<file path="config.mk">
export PLATFORM = sky130hd
export DESIGN_NAME = muldiv_seq
export DESIGN_NICKNAME = d
export VERILOG_FILES = /design/src/rtl/muldiv_pkg.sv /design/src/rtl/muldiv_step.sv /design/src/rtl/muldiv_seq.sv
export SDC_FILE = /design/constraint.sdc
export NUM_CORES = 1
export LEC_CHECK = 0
export BUFFER_PORTS_ARGS = -buffer_cell sky130_fd_sc_hd__buf_2
export CAP_MARGIN = 10
export CORE_MARGIN = 2
export CORE_UTILIZATION = 60
export CTS_CLUSTER_SIZE = 14
export DETAILED_ROUTE_END_ITERATION = 10
export PLACE_DENSITY = 0.83
export SETUP_SLACK_MARGIN = 0.3
export SLEW_MARGIN = 20
export SYNTH_ARGS = -nofsm -noshare
export SYNTH_HDL_FRONTEND = slang
export SYNTH_HIERARCHICAL = 1
export SYNTH_SLANG_ARGS = --single-unit
</file>
<file path="constraint.sdc">
create_clock -name i_clk -period 5.86 [get_ports i_clk]
set_input_delay 0 -clock i_clk [delete_from_list [all_inputs] [get_ports i_clk]]
set_output_delay 0 -clock i_clk [all_outputs]
set_load 0.05 [all_outputs]
</file>
<file path="src/rtl/muldiv_pkg.sv">
// Shared types for the iterative multiply/divide sequencer: op codes, FSM states, default widths.
package muldiv_pkg;

  localparam int WIDTH_DEF = 32;
  localparam int CNT_W_DEF = 6;

  typedef enum logic [2:0] {
    OP_MULT  = 3'd0,
    OP_MULTU = 3'd1,
    OP_DIV   = 3'd2,
    OP_DIVU  = 3'd3,
    OP_MTHI  = 3'd4,
    OP_MTLO  = 3'd5
  } op_e;

  typedef enum logic [1:0] {
    IDLE = 2'd0,
    MUL  = 2'd1,
    DIV  = 2'd2,
    FIX  = 2'd3
  } state_e;

endpackage

</file>
<file path="src/rtl/muldiv_step.sv">
// One iteration of the shared datapath: shift-add multiply step or restoring-divide step.
module muldiv_step #(
  parameter int WIDTH = 32
) (
  input  logic               div_mode,
  input  logic [2*WIDTH-1:0] acc,
  input  logic [WIDTH-1:0]   operand,
  output logic [2*WIDTH-1:0] acc_next
);

  logic [WIDTH:0] sum;
  logic [WIDTH:0] rem_sh;
  logic [WIDTH:0] diff;

  // Multiply: acc = {partial product, remaining multiplier bits}, shifted right each step.
  // Divide:   acc = {remainder, dividend bits / quotient bits}, shifted left each step.
  always_comb begin
    sum    = {1'b0, acc[2*WIDTH-1:WIDTH]} + (acc[0] ? {1'b0, operand} : '0);
    rem_sh = {acc[2*WIDTH-1:WIDTH], acc[WIDTH-1]};
    diff   = rem_sh - {1'b0, operand};
    if (div_mode) begin
      if (!diff[WIDTH]) acc_next = {diff[WIDTH-1:0], acc[WIDTH-2:0], 1'b1};
      else              acc_next = {rem_sh[WIDTH-1:0], acc[WIDTH-2:0], 1'b0};
    end else begin
      acc_next = {sum, acc[WIDTH-1:1]};
    end
  end

endmodule

</file>
<file path="src/rtl/muldiv_seq.sv">
// MIPS EX-stage multiply/divide sequencer owning HI/LO; stalls the pipeline while a result is pending.
module muldiv_seq
  import muldiv_pkg::*;
#(
  parameter int WIDTH = WIDTH_DEF,
  parameter int CNT_W = CNT_W_DEF
) (
  input  logic             i_clk,
  input  logic             i_rst,
  input  logic             i_con_start,
  input  logic [2:0]       i_con_op,
  input  logic [WIDTH-1:0] i_data_rs,
  input  logic [WIDTH-1:0] i_data_rt,
  input  logic             i_con_hilo_rd,
  output logic             o_con_busy,
  output logic             o_con_stall,
  output logic [WIDTH-1:0] o_data_hi,
  output logic [WIDTH-1:0] o_data_lo
);

  state_e             state, state_next;
  op_e                op;
  logic [CNT_W-1:0]   cnt;
  logic [2*WIDTH-1:0] acc, acc_next;
  logic [WIDTH-1:0]   operand;
  logic               sign_a, sign_b, is_div, div_zero;
  logic [WIDTH-1:0]   hi, lo;

  logic               op_signed, op_is_div, rt_zero;
  logic [WIDTH-1:0]   mag_rs, mag_rt;
  logic [2*WIDTH-1:0] prod_fix;
  logic [WIDTH-1:0]   quot_fix, rem_fix;

  assign op        = op_e'(i_con_op);
  assign op_signed = (op == OP_MULT) || (op == OP_DIV);
  assign op_is_div = (op == OP_DIV) || (op == OP_DIVU);
  assign rt_zero   = (i_data_rt == '0);
  assign mag_rs    = (op_signed && i_data_rs[WIDTH-1]) ? -i_data_rs : i_data_rs;
  assign mag_rt    = (op_signed && i_data_rt[WIDTH-1]) ? -i_data_rt : i_data_rt;

  assign prod_fix  = (sign_a ^ sign_b) ? -acc : acc;
  assign quot_fix  = (sign_a ^ sign_b) ? -acc[WIDTH-1:0] : acc[WIDTH-1:0];
  assign rem_fix   = sign_a ? -acc[2*WIDTH-1:WIDTH] : acc[2*WIDTH-1:WIDTH];

  assign o_con_busy  = (state != IDLE);
  assign o_con_stall = o_con_busy & (i_con_start | i_con_hilo_rd);
  assign o_data_hi   = hi;
  assign o_data_lo   = lo;

  muldiv_step #(.WIDTH(WIDTH)) u_step (
    .div_mode (is_div),
    .acc      (acc),
    .operand  (operand),
    .acc_next (acc_next)
  );

  always_ff @(posedge i_clk or posedge i_rst) begin
    if (i_rst) state <= IDLE;
    else       state <= state_next;
  end

  always_comb begin
    state_next = state;
    case (state)
      IDLE: begin
        if (i_con_start) begin
          case (op)
            OP_MULT, OP_MULTU: state_next = MUL;
            OP_DIV, OP_DIVU:   state_next = rt_zero ? FIX : DIV;
            default:           state_next = IDLE;
          endcase
        end
      end
      MUL, DIV: if (cnt == CNT_W'(WIDTH - 1)) state_next = FIX;
      FIX:      state_next = IDLE;
      default:  state_next = IDLE;
    endcase
  end

  always_ff @(posedge i_clk or posedge i_rst) begin
    if (i_rst) begin
      cnt      <= '0;
      acc      <= '0;
      operand  <= '0;
      sign_a   <= 1'b0;
      sign_b   <= 1'b0;
      is_div   <= 1'b0;
      div_zero <= 1'b0;
      hi       <= '0;
      lo       <= '0;
    end else begin
      case (state)
        IDLE: begin
          if (i_con_start) begin
            if (op == OP_MTHI) hi <= i_data_rs;
            if (op == OP_MTLO) lo <= i_data_rs;
            if (op == OP_MULT || op == OP_MULTU || op_is_div) begin
              cnt      <= '0;
              operand  <= mag_rt;
              sign_a   <= op_signed & i_data_rs[WIDTH-1];
              sign_b   <= op_signed & i_data_rt[WIDTH-1];
              is_div   <= op_is_div;
              div_zero <= op_is_div & rt_zero;
              // Divide by zero skips iteration; raw rs parks in the upper half for HI.
              acc      <= (op_is_div && rt_zero) ? {i_data_rs, {WIDTH{1'b0}}}
                                                 : {{WIDTH{1'b0}}, mag_rs};
            end
          end
        end
        MUL, DIV: begin
          acc <= acc_next;
          cnt <= cnt + 1'b1;
        end
        FIX: begin
          if (div_zero) begin
            hi <= acc[2*WIDTH-1:WIDTH];
            lo <= '1;
          end else if (is_div) begin
            hi <= rem_fix;
            lo <= quot_fix;
          end else begin
            {hi, lo} <= prod_fix;
          end
        end
        default: ;
      endcase
    end
  end

endmodule
</file>
# Word level (Yosys, flattened, before mapping)
# Index checks and enable logic that the tools add are counted.
# word_totals
register_bits	172
inputBits	71
output_inout_bits	66
elab_cells	89
# classes
add_sub_neg	8
eq_ne	14
muxes	30
n_bitwise	6
n_reduce_logical	21
# ops
cell	n
$mux W32	13
$mux W64	6
$neg A32 Y32	4
$pmux W32 S2	2
$pmux W64 S2	1
$neg A64 Y64	1
$add A32 B33 Y33	1
$sub A33 B32 Y33	1
$logic_not A32 Y1	1
$mux W6	2
$pmux W6 S2	1
$reduce_and A3 Y1	4
$ne A2 B2 Y1 const B	5
$add A6 B1 Y6 const B	1
$eq A3 B2 Y1 const B	2
$eq A3 B3 Y1 const B	2
$eq A6 B5 Y1 const B	1
$pmux W2 S3	1
$reduce_bool A2 Y1	3
$reduce_or A2 Y1	3
$and A1 B1 Y1	4
$eq A2 B2 Y1 const B	2
$logic_or A1 B1 Y1	4
$mux W2	2
other kinds (10)	12

# Logic depth before layout (Yosys ltp)
# logic_depth
ltp_word	8
mapped_depth	16
ltp_nobuf	15

# Modules after synthesis
# The synthesis kept the hierarchy.
# modules_own_cells
mod	n_inst	cells_each	area_each_um2	seq_area_each_um2
muldiv_seq	1	1270	10587.7	4304.1
muldiv_step	1	675	4483.0	0.0

# Worst setup path after synthesis
# No wires, ideal clock.
# synth_timing
path_type	flip-flop to flip-flop
from	reg acc[0]
to	reg acc[63]
setup_ns	0.127
arrival_time_ns	3.607
required_ns	5.733
setup_slack_ns	2.126
stages_incl_launch_ff	17
path_buffers	1
synth_period_minus_slack_ns	3.734
cell_sequence	dfrtp_1 > clkbuf_1 > and2_1 > ha_1 > fa_1 > a21oi_1 > nor2_1 > o211ai_1 > a21oi_1 > a21oi_1 > o21ai_1 > o31ai_1 > o21ai_0 > a2111oi_0 > nor3_1 > a221oi_1 > nor2_1
# synth_via
elab_chain_len	4
# synth_rtl
item	line	rtl
start, declared	muldiv_seq.sv:24	logic [2*WIDTH-1:0] acc, acc_next;
start signal, assigned	muldiv_seq.sv:105	acc <= (op_is_div && rt_zero) ? {i_data_rs, {WIDTH{1'b0}}}
start signal, assigned	muldiv_seq.sv:111	acc <= acc_next;
$mux W32	muldiv_step.sv:18	sum = {1'b0, acc[2*WIDTH-1:WIDTH]} + (acc[0] ? {1'b0, operand} : '0);
$add A32 B33 Y33	muldiv_step.sv:18	
$mux W64	muldiv_step.sv:21	if (div_mode) begin
via acc_next[63]	muldiv_seq.sv:24	
$pmux W64 S2	muldiv_seq.sv:92	case (state)
# The timed path passes the listed nets, and every way through them passes these cells.
# A chain may end at the register's enable or synchronous reset.

# Worst setup path after layout
# layout_timing
from	reg acc[31]
to	reg acc[43]
# layout_via
elab_chain_len	4
# layout_rtl
item	line	rtl
$sub A33 B32 Y33	muldiv_step.sv:20	diff = rem_sh - {1'b0, operand};
$mux W64	muldiv_step.sv:22	if (!diff[WIDTH]) acc_next = {diff[WIDTH-1:0], acc[WIDTH-2:0], 1'b1};
$mux W64	muldiv_step.sv:21	
via acc_next[43]	muldiv_seq.sv:24	
$pmux W64 S2	muldiv_seq.sv:92	
# The timed path passes the listed nets, and every way through them passes these cells.

==> results.txt <==
----------------------------------------------------
[Floorplan]
  Die height ... 162.5 um
  Core area ... 0.02489 sq mm
  Placement row count ... 58
  Starting Density ... 60.55%
  # IOs ... 137
  Area of the die ... 0.02640 sq mm
  Die W ... 162.5 um

[Clocking]
  Clock transition time at the flip-flop clock pins of the worst setup and hold paths ... 0.08 ns
  Max Buffers Root-to-Sink ... 2
  Total CTS buffers ... 17
  Clock tree from TritonCTS ... yes
  Number of gates resized after cts ... 0
  Max H-tree Level ... 4
  Clock root cell ... clkbuf_16
  Insertion delay to the later sink of the worst-skew pair ... 0.45 ns
  Total clock sinks ... 172

[Synthesis]
  Sequential element share of the synthesized area ... 28.56%
  Cells after synthesis ... 1,945
  Async SR Flop Fraction ... 100.0%
  Leading register cell type out of synthesis ... dfrtp_1
  Post-Syn Area ... 0.01507 sq mm
  Synth Net Count ... 2,090
  Yosys warning count ... 6
  Synth Area per Inst ... 7.748 sq um
  Unique cell type count in the Yosys netlist ... 78
  Number of flops mapped to enable cells by yosys ... 0
  Number of storage elements in the synthesis netlist ... 172

[Worst setup path]
  Logic depth of the worst register-to-register path ... 16
  Data arrival, critical path ... 4.92 ns
  Req. time, crit path ... 6.18 ns
  Critical Path Slowest Stage Cell ... xor2_4
  Cell class contributing the biggest share of worst-path delay ... compound AO/OA/AOI/OAI gates
  Critical path endpoint category ... flop
  Critical-path maximum fanout ... 28
  Critical path start-end classification ... flop to flop
  List of cells traversed by the critical path ... inv_1, ha_1, fa_1, nor2b_1, o31ai_2, a211oi_2, o31a_1, o21ai_2, o311a_4, xor2_4, buf_4, nor2_1, a21oi_1, a21oi_1, a221oi_1, nor2_1
  Crit start category ... flop
  Max stage delay on crit path ... 0.63 ns
  Crit path buf inv count ... 2
  Total stage count of the critical path ... 16

[Placement]
  Number of buffers added on ports ... 136
  RePlAce Congestion ... 0.9770
  Post-detailed-placement half-perimeter wirelength ... 35.82 mm

[Timing]
  Number of failing setup endpoints in the final timing report ... 0
  Sum Neg Setup Slack ... 0 ns
  Number of hold-slack violations in the final timing report ... 0
  Max-slew violation count ... 0
  Relative slew slack ... 25.74%
  Clock tree skew after final layout ... 0.01548 ns
  Max frequency ... 0.2173 GHz
  Post-route clock period utilization ... 78.54%
  Least-Margin Pin Slew ... 1.104 ns
  Final critical delay including setup and external delays ... 4.602 ns
  Unrepaired setup endpoints after global routing ... false

[GRT]
  Maximum number of pins on one net before global-route repair ... 76
  Number of antenna violations at the first check in global routing ... 0
  Number of global-route vias before repair ... 15.01k
  Overflow left after global routing ... 0
  First-pass GRT wire length ... 81.01 mm
  All-Layer GR Usage ... 38.86%

[Detailed routing]
  Pre-Repair DR Iteration Count ... 6
  Vias per inst ... 6.613
  1st-iter DRT viols ... 1,891
  Detail Route Antenna Nets ... 0
  Remaining design rule violation count ... 0
  Total detailed-routing wirelength ... 51.15 mm
  Wire per inst ... 21.17 um
  Vias after detailed routing ... 15.98k

[Job]
  Max-capacitance violation count ... 0

[Layout]
  Sequential cell area ... 0.004308 sq mm
  Antenna diode count ... 0
  Area of the multi-input gates ... 0.01019 sq mm
  Fraction of layout instances using a drive strength above 1 ... 12.42%
  Filler cells ... 2,014
  Layout overhead on the synthesized area ... 14.14%
  Post-layout nets ... 2,218

[Run status]
  Status ... finished, final reports clean

[Hold path]
  Hold depth ... 3
  Type of the tightest min-delay check ... input pin to flop

----------------------------------------------------
-- state kept, by name (all words and copies together), names as in the netlist --
signal	flops
div_zero	1
state	2
acc	64
o_data_lo	32
sign_a	1
sign_b	1
cnt	6
o_data_hi	32
operand	32
is_div	1
-- through the flow --
stage	worst slack, ns	std cells	util, %	instance area [sq um]	hold WS, ns
6_report	1.258	2416	69.11	17200	0.007853
5_1_grt	0.8246	2416	69.11	17200	0.02724
4_1_cts	1.317	2415	68.96	17170	0.001655
3_5_place_dp	1.358	2322	64.07	15950	0.1851
3_3_place_gp	1.478	2322	64.07	15950	0.1754
2_1_floorplan	1.200	1945	-	15070	0.1360
-- routing by layer --
layer | wire (um) | GRT usage (%) | share of wire, % | up-vias
li1 | - | - | - | 7307
met1 | 20590 | 52.09 | 40 | 7513
met2 | 22550 | 60.29 | 44 | 980
met3 | 5706 | 8.633 | 11 | 176
met4 | 2306 | 17.46 | 4.5 | 0
met5 | 0 | 0 | 0 | -
-- final timing paths --
kind                                  to    startpoint  slack, ns
setup / recovery                 acc[43]       acc[31]       1.26
hold / removal              o_data_hi[9]  i_data_rs[9]      0.008
setup reg to reg                 acc[43]       acc[31]       1.26
hold reg to reg             o_data_hi[0]  o_data_hi[0]       0.47
max in group asynchronous  o_data_lo[19]         i_rst       4.33
min in group asynchronous     operand[5]         i_rst       0.23
-- cell type report --
type	instances	area share (%)
Multi-Input combinational cell	1606	59.22
Sequential cell	172	25.04
Timing Repair Buffer	217	8.496
Clock buffer	18	2.495
Tap cell	330	2.400
Inverter	59	1.317
Clock inverter	14	1.033
-- kinds of logic (layout without fill, tap and decap cells) --
group                      after synthesis  after routing  synth area share, %
DFF                                    172            172                28.56
xor gates and xnor gates               166            166                9.772
AOI/OAI and AO/OA                      618            618                25.67
buffers and inverters                  167            308                4.325
adders and majority gates               74             74                6.243
muxes                                   45             45                3.263
and+or+nand+nor                        703            703                22.17
-- synth_stat cells (all sizes together), types with 4 or more instances --
cell	n	area, sq um
a211oi	14	115.1
a21boi	4	30.02
a21o	32	240.2
a21oi	192	960.9
a221oi	60	525.5
a22oi	4	30.03
a31oi	10	68.81
and2	41	256.5
and3	8	50.05
buf	18	92.59
clkbuf	90	337.8
dfrtp	172	4304
ha	72	900.9
inv	59	221.5
mux2	33	371.6
mux2i	12	120.1
nand2	159	596.8
nand2b	21	131.4
nand3	22	110.1
nand3b	4	30.03
nand4	19	118.9
nor2	266	998.5
nor2b	12	75.07
nor3	52	260.3
nor3b	11	82.58
nor4	23	150.1
nor4b	4	41.29
o211ai	6	45.04
o21a	12	90.09
o21ai	168	844.6
o21bai	6	45.04
o22ai	40	250.2
o311ai	5	43.80
o31ai	23	182.7
o41ai	9	78.83
or2	12	75.07
or3	26	167.7
or4	12	97.59
xnor2	99	867.1
xor2	67	605.6
-- what timing repair did --
action,in CTS,in global routing
endpoints found under the hold margin,146,0
buffers inserted,0,0
hold buffers,61,0
-- worst reg2reg max path, stage by stage, from the launching register on --
cell and delay [ns]:
dfrtp_1 0.45, inv_1 0.10, ha_1 0.24, fa_1 0.42
nor2b_1 0.25, o31ai_2 0.13, a211oi_2 0.30, o31a_1 0.32
o21ai_2 0.13, o311a_4 0.34, xor2_4 0.63, buf_4 0.44
nor2_1 0.10, a21oi_1 0.13, a21oi_1 0.08, a221oi_1 0.33
nor2_1 0.08
-- cells in the final DEF (no fill, tap or decap), drive strengths merged, types with 6 or more instances in the layout --
cell / n
o211ai: 6
nand2b: 21
clkbuf: 18
nand4: 19
nor4: 23
o21bai: 6
nor3b: 11
or4: 12
inv: 66
nand3: 22
o22ai: 40
o31ai: 23
dlygate4sd3: 61
o21a: 12
mux2: 33
or2: 12
a31oi: 10
a211oi: 14
xnor2: 99
o41ai: 9
or3: 26
mux2i: 12
nor3: 52
dfrtp: 172
nor2: 266
and2: 41
a221oi: 60
a21o: 32
ha: 72
xor2: 67
and3: 8
buf: 156
a21oi: 192
o21ai: 168
nand2: 159
nor2b: 12
Power is left out: the tool's default activity adds up to more than one toggle a clock period on the data nets, which glitch-free logic cannot reach.
